[config.mk]
export PLATFORM = sky130hd
export DESIGN_NAME = fetch_unit_flat
export DESIGN_NICKNAME = d
export VERILOG_FILES = /design/src/rtl/fetch_pkg.sv /design/src/rtl/fetch_unit_if.sv /design/src/rtl/if_id_reg.sv /design/src/rtl/fetch_unit.sv /design/src/flat_wrapper.sv
export SDC_FILE = /design/constraint.sdc
export NUM_CORES = 1
export LEC_CHECK = 0
export ABC_AREA = 0
export CORE_ASPECT_RATIO = 1.5
export CORE_MARGIN = 8
export CORE_UTILIZATION = 43
export DETAILED_ROUTE_END_ITERATION = 16
export PLACE_DENSITY_LB_ADDON = 0.25
export SYNTH_ARGS = -nofsm -noshare
export SYNTH_HDL_FRONTEND = slang
export SYNTH_HIERARCHICAL = 1
export SYNTH_SLANG_ARGS = --single-unit
[constraint.sdc]
create_clock -name clk -period 1.9 [get_ports clk]
set_input_delay 0.19 -clock clk [delete_from_list [all_inputs] [get_ports clk]]
set_output_delay 0.19 -clock clk [all_outputs]
set_load 0.02 [all_outputs]
[src/rtl/fetch_pkg.sv]
// rtl/fetch_pkg.sv - shared types and constants for the instruction-fetch stage
package fetch_pkg;

  // Fetch sequencing states; BOOT is a single settling cycle after reset
  typedef enum logic [1:0] {
    BOOT = 2'd0,
    RUN  = 2'd1,
    HALT = 2'd2
  } fetch_state_e;

  localparam logic [31:0] HALT_WORD_DEF = 32'hFFFF_FFFF;
  localparam logic [31:0] NOP_WORD_DEF  = 32'h0000_0000;

  // Word-addressed PC advances by one instruction per fetch
  localparam int PC_INCR = 1;

endpackage

[src/rtl/fetch_unit_if.sv]
// rtl/fetch_unit_if.sv - control, memory and decode-side signals of the fetch stage
interface fetch_unit_if #(
  parameter int dataWidth = 32
);

  logic                 stall;
  logic                 redirect;
  logic [dataWidth-1:0] redirect_target;
  logic [dataWidth-1:0] imem_addr;
  logic [dataWidth-1:0] imem_data;
  logic [dataWidth-1:0] id_instr;
  logic [dataWidth-1:0] id_pc;
  logic                 id_valid;
  logic                 halted;

  // The fetch unit itself
  modport master (
    input  stall, redirect, redirect_target, imem_data,
    output imem_addr, id_instr, id_pc, id_valid, halted
  );

  // Surrounding pipeline control, instruction memory and decoder
  modport slave (
    output stall, redirect, redirect_target, imem_data,
    input  imem_addr, id_instr, id_pc, id_valid, halted
  );

endinterface

[src/rtl/if_id_reg.sv]
// rtl/if_id_reg.sv - IF/ID pipeline register with flush, hold and load controls
module if_id_reg
  import fetch_pkg::*;
#(
  parameter int                   dataWidth = 32,
  parameter logic [dataWidth-1:0] NOP_WORD  = NOP_WORD_DEF
) (
  input  logic                 clk,
  input  logic                 rst_n,
  input  logic                 i_hold,
  input  logic                 i_flush,
  input  logic                 i_load,
  input  logic [dataWidth-1:0] i_instr,
  input  logic [dataWidth-1:0] i_pc,
  output logic [dataWidth-1:0] o_instr,
  output logic [dataWidth-1:0] o_pc,
  output logic                 o_valid
);

  logic [dataWidth-1:0] r_instr;
  logic [dataWidth-1:0] r_pc;
  logic                 r_valid;

  // Flush inserts a bubble and beats hold; hold beats load
  always_ff @(posedge clk or negedge rst_n) begin
    if (!rst_n) begin
      r_instr <= NOP_WORD;
      r_pc    <= '0;
      r_valid <= 1'b0;
    end else if (i_flush) begin
      r_instr <= NOP_WORD;
      r_pc    <= '0;
      r_valid <= 1'b0;
    end else if (i_hold) begin
      r_instr <= r_instr;
      r_pc    <= r_pc;
      r_valid <= r_valid;
    end else if (i_load) begin
      r_instr <= i_instr;
      r_pc    <= i_pc;
      r_valid <= 1'b1;
    end
  end

  assign o_instr = r_instr;
  assign o_pc    = r_pc;
  assign o_valid = r_valid;

endmodule

[src/rtl/fetch_unit.sv]
// rtl/fetch_unit.sv - program counter, fetch sequencing FSM and IF/ID capture
module fetch_unit
  import fetch_pkg::*;
#(
  parameter int                   dataWidth = 32,
  parameter logic [dataWidth-1:0] RESET_PC  = '0,
  parameter logic [dataWidth-1:0] HALT_WORD = HALT_WORD_DEF,
  parameter logic [dataWidth-1:0] NOP_WORD  = NOP_WORD_DEF
) (
  input  logic          clk,
  input  logic          rst_n,
  fetch_unit_if.master  bus
);

  fetch_state_e         r_state;
  fetch_state_e         w_state_nxt;
  logic [dataWidth-1:0] r_pc;

  logic w_is_halt_word;
  logic w_pc_redirect;
  logic w_pc_incr;
  logic w_ifid_hold;
  logic w_ifid_flush;
  logic w_ifid_load;

  assign w_is_halt_word = (bus.imem_data == HALT_WORD);

  // State register
  always_ff @(posedge clk or negedge rst_n) begin
    if (!rst_n) begin
      r_state <= BOOT;
    end else begin
      r_state <= w_state_nxt;
    end
  end

  // Next state: redirect always resumes RUN, stall freezes the sequence
  always_comb begin
    w_state_nxt = r_state;
    if (bus.redirect) begin
      w_state_nxt = RUN;
    end else if (!bus.stall) begin
      case (r_state)
        BOOT:    w_state_nxt = RUN;
        RUN:     w_state_nxt = w_is_halt_word ? HALT : RUN;
        HALT:    w_state_nxt = HALT;
        default: w_state_nxt = BOOT;
      endcase
    end
  end

  // Per-cycle PC and IF/ID controls in priority redirect > stall > state
  always_comb begin
    w_pc_redirect = 1'b0;
    w_pc_incr     = 1'b0;
    w_ifid_hold   = 1'b0;
    w_ifid_flush  = 1'b0;
    w_ifid_load   = 1'b0;
    if (bus.redirect) begin
      w_pc_redirect = 1'b1;
      w_ifid_flush  = 1'b1;
    end else if (bus.stall) begin
      w_ifid_hold = 1'b1;
    end else begin
      case (r_state)
        RUN: begin
          w_ifid_load = 1'b1;
          // The halt word itself is delivered but the PC parks on it
          w_pc_incr   = !w_is_halt_word;
        end
        default: w_ifid_flush = 1'b1;
      endcase
    end
  end

  // Program counter; sequential advance wraps silently at the top of the space
  always_ff @(posedge clk or negedge rst_n) begin
    if (!rst_n) begin
      r_pc <= RESET_PC;
    end else if (w_pc_redirect) begin
      r_pc <= bus.redirect_target;
    end else if (w_pc_incr) begin
      r_pc <= r_pc + dataWidth'(PC_INCR);
    end
  end

  assign bus.imem_addr = r_pc;
  assign bus.halted    = (r_state == HALT);

  if_id_reg #(
    .dataWidth (dataWidth),
    .NOP_WORD  (NOP_WORD)
  ) u_if_id_reg (
    .clk     (clk),
    .rst_n   (rst_n),
    .i_hold  (w_ifid_hold),
    .i_flush (w_ifid_flush),
    .i_load  (w_ifid_load),
    .i_instr (bus.imem_data),
    .i_pc    (r_pc),
    .o_instr (bus.id_instr),
    .o_pc    (bus.id_pc),
    .o_valid (bus.id_valid)
  );

endmodule

[src/flat_wrapper.sv]
// flat-port wrapper written by rule: the top's interface ports become plain ports
module fetch_unit_flat import fetch_pkg::*;
#(
  parameter int                   dataWidth = 32,
  parameter logic [dataWidth-1:0] RESET_PC  = '0,
  parameter logic [dataWidth-1:0] HALT_WORD = HALT_WORD_DEF,
  parameter logic [dataWidth-1:0] NOP_WORD  = NOP_WORD_DEF
)
  (clk, rst_n, bus_stall, bus_redirect, bus_redirect_target, bus_imem_data, bus_imem_addr, bus_id_instr, bus_id_pc, bus_id_valid, bus_halted);
  fetch_unit_if #(.dataWidth(dataWidth)) bus_i ();
  input  logic clk;
  input  logic rst_n;
  input wire logic [$bits(bus_i.stall)-1:0] bus_stall;
  input wire logic [$bits(bus_i.redirect)-1:0] bus_redirect;
  input wire logic [$bits(bus_i.redirect_target)-1:0] bus_redirect_target;
  input wire logic [$bits(bus_i.imem_data)-1:0] bus_imem_data;
  output wire logic [$bits(bus_i.imem_addr)-1:0] bus_imem_addr;
  output wire logic [$bits(bus_i.id_instr)-1:0] bus_id_instr;
  output wire logic [$bits(bus_i.id_pc)-1:0] bus_id_pc;
  output wire logic [$bits(bus_i.id_valid)-1:0] bus_id_valid;
  output wire logic [$bits(bus_i.halted)-1:0] bus_halted;
  assign bus_i.stall = bus_stall;
  assign bus_i.redirect = bus_redirect;
  assign bus_i.redirect_target = bus_redirect_target;
  assign bus_i.imem_data = bus_imem_data;
  assign bus_imem_addr = bus_i.imem_addr;
  assign bus_id_instr = bus_i.id_instr;
  assign bus_id_pc = bus_i.id_pc;
  assign bus_id_valid = bus_i.id_valid;
  assign bus_halted = bus_i.halted;
  fetch_unit #(.dataWidth(dataWidth), .RESET_PC(RESET_PC), .HALT_WORD(HALT_WORD), .NOP_WORD(NOP_WORD)) u_core (.clk(clk), .rst_n(rst_n), .bus(bus_i));
endmodule
**Word-level counts from Yosys, hierarchy flattened**

Index checks and enable logic that the tools add are counted.

- Flip-flop bits (word level): 99
- Latch bits: 0
- Bits in writable memories: 0
- ROM bits: 0
- Input bits: 68
- Output and inout port bits: 98
- Logic and storage cells: 43
- Memories kept: 0

- Add/sub/neg operators: 1
- $mul: 0
- Divide/modulo/power cells: 0
- Magnitude comparators: 0
- Equality and inequality tests: 5
- Shift operators: 0
- Mux-type cells: 27
- Bitwise logic cells: 0
- Reduce and logical (&&, ||, !) cells: 5

Operators by type and width:

| kind | number |
|---|---|
| 32-bit two-way mux | 8 |
| 32-bit by 1-bit adder with 32-bit output (second input constant) | 1 |
| 32-bit equality test (second input constant) | 1 |
| 1-bit two-way mux | 15 |
| 2-bit two-way mux | 3 |
| 2-bit case mux with 3 select lines | 1 |
| 2-bit by 1-bit != test with 1-bit output (second input constant) | 2 |
| 2-bit nonzero test | 2 |
| 2-bit by 1-bit equality test with 1-bit output (second input constant) | 1 |
| 2-bit equality test (second input constant) | 1 |
| 2-bit zero test | 1 |
| 2-bit AND reduction | 1 |
| 1-bit zero test | 1 |

**Longest topological paths before layout**

Gate-level depths: netlist of run 1.

- Depth after elaboration: 7
- Depth in mapped cells: 8
- Gate-level depth less buffers: 5

**By module**

The synthesis of run 1 kept the hierarchy.

Modules (own cells, without submodules):

| module | instances | cells an instance | area an instance (um2) | sequential area each (um2) |
|---|---|---|---|---|
| if_id_reg | 1 | 294 | 3,392.0 | 1,626.6 |
| fetch_unit | 1 | 252 | 2,197.1 | 850.8 |

**Worst setup path before layout of run 1**

OpenSTA, ideal clock, no wires.

- Path type: register -> register
- Start: register u_core.r_pc[2] (netlist: u_core/bus.imem_addr[2])
- End: register u_core.r_pc[31] (netlist: u_core/bus.imem_addr[31])
- Library setup time: 0.082 ns
- Data arrival time: 2.012 ns
- Required time: 1.818 ns
- Setup slack: -0.194 ns
- Stages on the path, launching flop included: 7
- Buffers on the path: 1
- Period minus slack after synthesis: 2.094 ns
- Path through: dfrtp_1 > and4_1 > buf_6 > nand4_4 > or3_4 > or4_1 > a31oi_1

- Word-level cells in the longest chain between the ends: 3

RTL lines:

| what | line | RTL |
|---|---|---|
| from (decl) | fetch_unit.sv:17 | `logic [dataWidth-1:0] r_pc;` |
| from (signal assigned) | fetch_unit.sv:81 | `r_pc <= bus.redirect_target;` |
| from (signal assigned) | fetch_unit.sv:83 | `r_pc <= r_pc + dataWidth'(PC_INCR);` |
| 32-bit by 1-bit adder with 32-bit output | fetch_unit.sv:83 |  |
| 32-bit two-way mux | fetch_unit.sv:82 | `end else if (w_pc_incr) begin` |
| 32-bit two-way mux | fetch_unit.sv:80 | `end else if (w_pc_redirect) begin` |

No other way between the ends. The select of a mux whose other input is x is not followed.
A chain may end at the register's enable or synchronous reset.

**Worst setup path after layout of run 1**

- Start: register u_core.r_state[1]
- End: register u_core.r_pc[27] (netlist: u_core/bus.imem_addr[27])

- Word-level cells in the longest chain between the ends: 5

RTL lines:

| what | line | RTL |
|---|---|---|
| from (decl) | fetch_unit.sv:15 | `fetch_state_e r_state;` |
| from (signal assigned) | fetch_unit.sv:33 | `r_state <= w_state_nxt;` |
| 2-bit by 1-bit equality test with 1-bit output | fetch_unit.sv:65 | `case (r_state)` |
| 1-bit two-way mux | fetch_unit.sv:65 |  |
| 1-bit two-way mux | fetch_unit.sv:62 | `end else if (bus.stall) begin` |
| 1-bit two-way mux | fetch_unit.sv:59 | `if (bus.redirect) begin` |
| 2-bit nonzero test (no line) | -- |  |

No other way between the ends.

==> impl_metrics.csv, run 1 <==
group,metric,value,unit
power_and_ir_drop,power.density,660,mW/mm2
timing,relSlewSlack,64.0,%
routing,viasPerCell,5.57,
global_route,grt_max_degree,116,
routing,drt-total-wl,17.8,mm
setup_path,path_buf_inv,0,
logic_synthesis,yosys.cell_types.count,44,
routing,wl_per_cell,19.3,um
place,pre_cts_ws,-0.348,ns
setup_path,worstPathMaxFanout,8,
power_and_ir_drop,seq_power_share,42.2,%
setup_path,critPathLaunchType,"register",
place,place_area,0.00780,mm2
setup_path,worstRegToRegCells,5,
logic_synthesis,synthesis.area,0.00559,mm2
timing,finalWorstSetupSlack,-0.0338,ns
clock_network,clkTransAtPathRegs,0.08,ns
floorplan,start_util,43.6,%
logic_synthesis,yosys-top-cells-area,"dfrtp_1, nand4bb_1, nand2b_1",
finish,multi_input_area,0.00289,mm2
logic_synthesis,synth_edf_count,0,
floorplan,die_area,0.0170,mm2
finish,final_area,0.00835,mm2
power_and_ir_drop,netSwitchingPower,0.00157,W
place,io_buffers,165,
logic_synthesis,syn-num-nets,615,
flow_run,maxCapViolCount,0,
finish,regArea,0.00249,mm2
setup_path,required,2.16,ns
clock_network,cts_root_buf,"clkbuf_16",
setup_path,r2r_slack,-0.03,ns
timing,max_freq,0.517,GHz
timing,report.final.slew_viol_count,0,
finish,syn_to_final_growth,49.4,%
power_and_ir_drop,peakVddDrop,0.000496,V
floorplan,pin_count,166,
power_and_ir_drop,power.leakage,3.25,nW
setup_path,cp_cell_sequence,"nor3b_4 -> nand2_2 -> a21o_1 -> or4_1 -> a31oi_1",
setup_path,crit_type,"register to register",
power_and_ir_drop,power.share.combinational,24.0,%
place,gp_congestion,0.834,
global_route,grt_pass1_wl,27.3,mm
routing,firstDrtPassIters,5,
run_status,outcome,"complete, but fails checks",
logic_synthesis,synth-main-ff-cell,"dfrtp_1",
routing,drc,0,
finish,drive_above_1_share,18.9,%
setup_path,endpoint_kind,"register",
clock_network,clk_path_buf_depth,2,
logic_synthesis,synth-seq-area-share,44.3,%
floorplan,die_w,109,um
timing,setup_viol,3,
routing,drt_iter0_drc,275,
hold_path,hold_path.class,"input port to register",
clock_network,cts_buffers,9,
logic_synthesis,yosys.area.top_type,"dfrtp_1",
global_route,grt_pass1_vias,5277,
power_and_ir_drop,clkPwrFrac,33.8,%
logic_synthesis,ys_ff_latch,99,
routing,ant_nets,0,
routing,dr_total_vias,5121,
setup_path,worstReg2RegEnd,"u_core/bus.imem_addr[27]",
timing,hold_slack,0.408,ns
timing,hold_violations,0,
hold_path,hp-start,"bus_redirect_target[17]",
clock_network,cts_tree,"done",
logic_synthesis,synthDominantCellAreaShare,44.3,%
finish,fin_util,65.1,%
timing,fin_crit_sh,102,%
floorplan,num_rows,51,
timing,worst_pin_slew,0.539,ns
setup_path,cpPeakStageDelay,0.50,ns
place,hpwl,12.2,mm
setup_path,reg2reg_from,"u_core/r_state[1]",
logic_synthesis,yosysMostFrequentCell,"dfrtp_1",
clock_network,clock_latency,0.34,ns
finish,fill_cells,1012,
logic_synthesis,ys_async_sr_fraction,100,%
hold_path,hold-path-endpoint,"u_core/bus.imem_addr[17]",
global_route,grt_antenna_before_repair,0,
power_and_ir_drop,p_int,0.00394,W
setup_path,crit_path_top_delay_cell,"or4_1",
logic_synthesis,syn_avg_cell_area,10.2,um2
timing,rsz0062_at_grt,"yes",
global_route,grt-ovfl-total,0,
setup_path,cpLargestDelayFamily,"simple AND/OR/NAND/NOR gates",
timing,period_needed,1.93,ns
timing,fin_skew,0.0101,ns
logic_synthesis,synth_common_cells,"dfrtp_1, nand2b_1, nand4bb_1, o21ai_1, nand2_1",
global_route,grt_usage,20.1,%
power_and_ir_drop,switching_share,28.5,%
finish,final_nets,825,
run_status,failed_checks,"setup timing",
hold_path,holdPathStages,3,
clock_network,clock-sinks,99,
clock_network,cts_htree_levels,3,
finish,n_antenna_cell,0,
logic_synthesis,ys_warn_count,6,
setup_path,cp_data_arrival_time,2.20,ns
logic_synthesis,synthesis.instances,546,
floorplan,core-area,0.0128,mm2
floorplan,die_h,156,um
[through the flow]
step	total power [W]	instances	setup TNS (ns)
after floorplan	0.00296	546	0
after global placement	0.00363	896	-12.94
after detailed placement	0.00365	896	-17.23
after CTS	0.00554	914	0
after global routing	0.00575	920	-0.724
final	0.00551	920	-0.0782
[how the worst max path moves through the flow]
stage | from | endpoint | slack [ns] | cells past startpoint
detailed placement | bus_stall | u_core/bus.imem_addr[19] | -0.35 | 6
floorplan | u_core/bus.imem_addr[4] | u_core/bus.imem_addr[28] | 0.005 | 6
finish | u_core/r_state[1] | u_core/bus.imem_addr[27] | -0.03 | 5
global placement | bus_imem_data[5] | u_core/bus.imem_addr[19] | -0.32 | 7
CTS | u_core/bus.imem_addr[7] | u_core/bus.imem_addr[27] | 0.02 | 5
global route | u_core/r_state[0] | u_core/bus.imem_addr[31] | -0.12 | 5
[flip-flops by register name, summed over array words and instances, names as in the netlist]
signal,count
u_core/r_state,2
u_core/u_if_id_reg/o_instr,32
u_core/u_if_id_reg/o_pc,32
u_core/u_if_id_reg/o_valid,1
u_core/bus.imem_addr,32
[kinds of logic (layout without fill, tap and decap cells)]
group / Yosys count / after routing / share of synthesized area [%]
buffers and inverters: 58 / 273 / 7.21
AOI/OAI and AO/OA: 132 / 132 / 13.7
and+or+nand+nor: 227 / 227 / 29.8
muxes: 5 / 5 / 0.985
adders and majority gates: 1 / 1 / 0.224
xor gates and xnor gates: 24 / 24 / 3.76
DFF: 99 / 99 / 44.3
[power by group through the flow]
stage / Clock, W / Sequential, W / Combinational (W)
3_3_place_gp: 0 / 0.00236 / 0.00127
3_5_place_dp: 0 / 0.00236 / 0.00129
4_1_cts: 0.00191 / 0.00232 / 0.00131
5_1_grt: 0.00200 / 0.00234 / 0.00141
6_report: 0.00186 / 0.00232 / 0.00132
2_1_floorplan: 0 / 0.00254 / 0.000418
[cells in the final DEF (no fill, tap or decap), drive strengths merged, types with 11 or more instances in the layout]
master / instances
a2111oi: 12
buf: 83
clkbuf: 11
clkdlybuf4s50: 164
dfrtp: 99
nand2: 37
nand2b: 66
nand3: 11
nand4: 15
nand4bb: 64
o21ai: 87
xnor2: 20
[worst min-delay path, delay by kind of cell]
kind                   cells  cell delay [ns]
buffers and inverters      1             0.39
AO/OA/AOI/OAI              1             0.07
AND/OR/NAND/NOR            1             0.06
[routing by layer]
layer	up-vias	GRT usage, %	wire (um)
met5	-	0	0
met4	0	7.47	393
met3	26	3.47	1060
met2	174	34.4	9020
met1	2502	24.4	7320
li1	2419	-	-
[area by class of cell]
type,count,area share (%)
flip-flops and latches,99,29.9
repair buffers,250,29.3
multi-input cells,389,34.6
clock buffers,9,2.70
well taps,159,2.38
inverters,7,0.315
clock inverters,7,0.899
[repair_timing]
action / CTS / global route
hold buffers: 1 / 0
endpoints found under the hold margin: 99 / 0
resized for setup: 17 / 16
gates cloned: 0 / 2
buffers inserted: 1 / 4
setup endpoints to repair: 29 / 51
pin swaps: 1 / 3
Power figures use the tool's default switching activity.
==> run 2, diff against run 1 <==
--- a/config.mk
+++ b/config.mk
@@ -8,7 +8,7 @@
 export ABC_AREA = 0
 export CORE_ASPECT_RATIO = 1.5
 export CORE_MARGIN = 8
-export CORE_UTILIZATION = 43
+export CORE_UTILIZATION = 52
 export DETAILED_ROUTE_END_ITERATION = 16
 export PLACE_DENSITY_LB_ADDON = 0.25
 export SYNTH_ARGS = -nofsm -noshare
==> constraint.sdc (replaced) <==
create_clock -name clk -period 2.24 [get_ports clk]
set_input_delay 0.224 -clock clk [delete_from_list [all_inputs] [get_ports clk]]
set_output_delay 0.224 -clock clk [all_outputs]
set_load 0.02 [all_outputs]
==> run 2 against run 1 <==
Against the previous run:
- the flow now finishes without violations
- hold slack better by 0.024 ns
- sequential share of layout area is 2.4 points higher
- non-clock buffer count is 57 lower
- wire length fell by 6.4%
- clock skew hardly changed
- clock power shrank 11%
- register-to-register slack improved by 0.08 ns
- flip-flop and latch count unchanged
- core utilization is 7.9 points higher
- critical path type unchanged
- largest power group unchanged
- highest routed layer unchanged
==> impl_metrics.csv, run 2 (synthesis results as in run 1) <==
group,metric,value,unit
finish,final_nets,768,
routing,drt_iter0_drc,315,
clock_network,cts_buffers,9,
setup_path,cpPeakStageDelay,0.54,ns
power_and_ir_drop,power,0.00463,W
place,gp_congestion,0.875,
finish,multi_input_area,0.00275,mm2
setup_path,r2r_slack,0.05,ns
clock_network,cts_htree_levels,3,
finish,final_common_cell,"clkdlybuf4s50_1",
setup_path,required,2.47,ns
timing,worst_pin_slew,0.620,ns
floorplan,num_rows,46,
place,hpwl,11.8,mm
finish,n_antenna_cell,0,
timing,period_needed,2.19,ns
timing,fin_skew,0.00984,ns
power_and_ir_drop,peakVddDrop,0.000384,V
place,place_area,0.00736,mm2
timing,max_freq,0.456,GHz
finish,final_area,0.00769,mm2
finish,drive_above_1_share,8.26,%
global_route,grt_pass1_vias,5130,
place,pre_cts_ws,-0.0750,ns
timing,rsz0062_at_grt,"no",
clock_network,post-cts-setup-buffers,0,
clock_network,cts_tree,"done",
clock_network,clock_latency,0.34,ns
finish,syn_to_final_growth,37.6,%
timing,fin_crit_sh,98.0,%
floorplan,pin_count,166,
setup_path,cp_cell_sequence,"and2_1 -> nand4_4 -> buf_4 -> a2111oi_0 -> xor2_1 -> mux2_2",
power_and_ir_drop,power.leakage,2.95,nW
routing,ant_nets,0,
clock_network,cts_root_buf,"clkbuf_16",
floorplan,core-area,0.0105,mm2
timing,report.final.slew_viol_count,0,
finish,final_cell_mix,"clkdlybuf4s50_1, dfrtp_1, nand2b_1",
global_route,grt_pass1_wl,26.7,mm
global_route,grt-ovfl-total,0,
setup_path,endpoint_kind,"register",
routing,drc,0,
setup_path,critPathLaunchType,"register",
timing,hold_violations,0,
clock_network,clk_path_buf_depth,2,
timing,setup_viol,0,
finish,fill_cells,799,
clock_network,cts_resized,0,
floorplan,die_area,0.0144,mm2
routing,viasPerCell,5.83,
hold_path,hold_path.class,"input port to register",
setup_path,crit_type,"register to register",
clock_network,clock-sinks,99,
floorplan,die_w,101,um
timing,finalWorstSetupSlack,0.0453,ns
global_route,grt_antenna_before_repair,0,
finish,regArea,0.00248,mm2
timing,hold_slack,0.432,ns
global_route,grt_max_degree,65,
routing,drt-total-wl,16.6,mm
finish,fin_util,73.0,%
power_and_ir_drop,power.density,602,mW/mm2
global_route,grt_usage,23.3,%
routing,dr_total_vias,4934,
clock_network,clkTransAtPathRegs,0.07,ns
floorplan,die_h,143,um
flow_run,maxCapViolCount,0,
timing,relSlewSlack,57.6,%
setup_path,worstPathMaxFanout,7,
routing,wl_per_cell,19.7,um
place,io_buffers,165,
setup_path,cp_data_arrival_time,2.42,ns
setup_path,crit_path_top_delay_cell,"a2111oi_0",
floorplan,start_util,53.1,%
run_status,outcome,"finished clean",
routing,firstDrtPassIters,5,
## run 2: layer usage
metal | global-route usage [%] | routed length, um
met3 | 5.21 | 1150
met2 | 40.2 | 8690
met5 | 0 | 0
met4 | 6.16 | 197
met1 | 28.1 | 6610
## run 2: metrics by stage
stage	cells	setup TNS, ns
global placement	831	0
floorplan	546	0
global route	846	0
finish	846	0
CTS	846	0
detailed placement	831	-0.0875
## run 2: final timing paths
check / start / end / cells past startpoint
setup / recovery: u_core/bus.imem_addr[0] / u_core/bus.imem_addr[19] / 6
hold / removal: bus_redirect_target[15] / u_core/bus.imem_addr[15] / 3
setup reg to reg: u_core/bus.imem_addr[0] / u_core/bus.imem_addr[19] / 6
hold reg to reg: u_core/u_if_id_reg/o_valid / u_core/u_if_id_reg/o_valid / 1
max in group asynchronous: rst_n / u_core/u_if_id_reg/o_pc[30] / 3
min in group asynchronous: rst_n / u_core/u_if_id_reg/o_instr[31] / 2
## run 2: cell type report
type / count / share of cell area, %
repair buffers: 193 / 25.2
clock buffers: 12 / 3.34
clock inverters: 2 / 0.781
flip-flops and latches: 99 / 32.2
multi-input cells: 389 / 35.8
inverters: 7 / 0.342
well taps: 144 / 2.34
## run 2: power by group
part | internal [W] | switching (W)
clock network | 0.00103 | 0.000624
registers | 0.00189 | 0.000111
logic | 0.000489 | 0.000488
total | 0.00341 | 0.00122
## run 2: critical path: cells and delay by family (launching register included)
family,cells,cell delay [ns]
compound gates,1,0.54
xor+xnor,1,0.15
buf+inv,1,0.19
flops,1,0.44
mux,1,0.30
simple gates,2,0.46
## run 2: repair_timing
item,CTS,global route
endpoints found under the hold margin,45,0
hold buffers,1,0
endpoints found under the setup margin,0,0
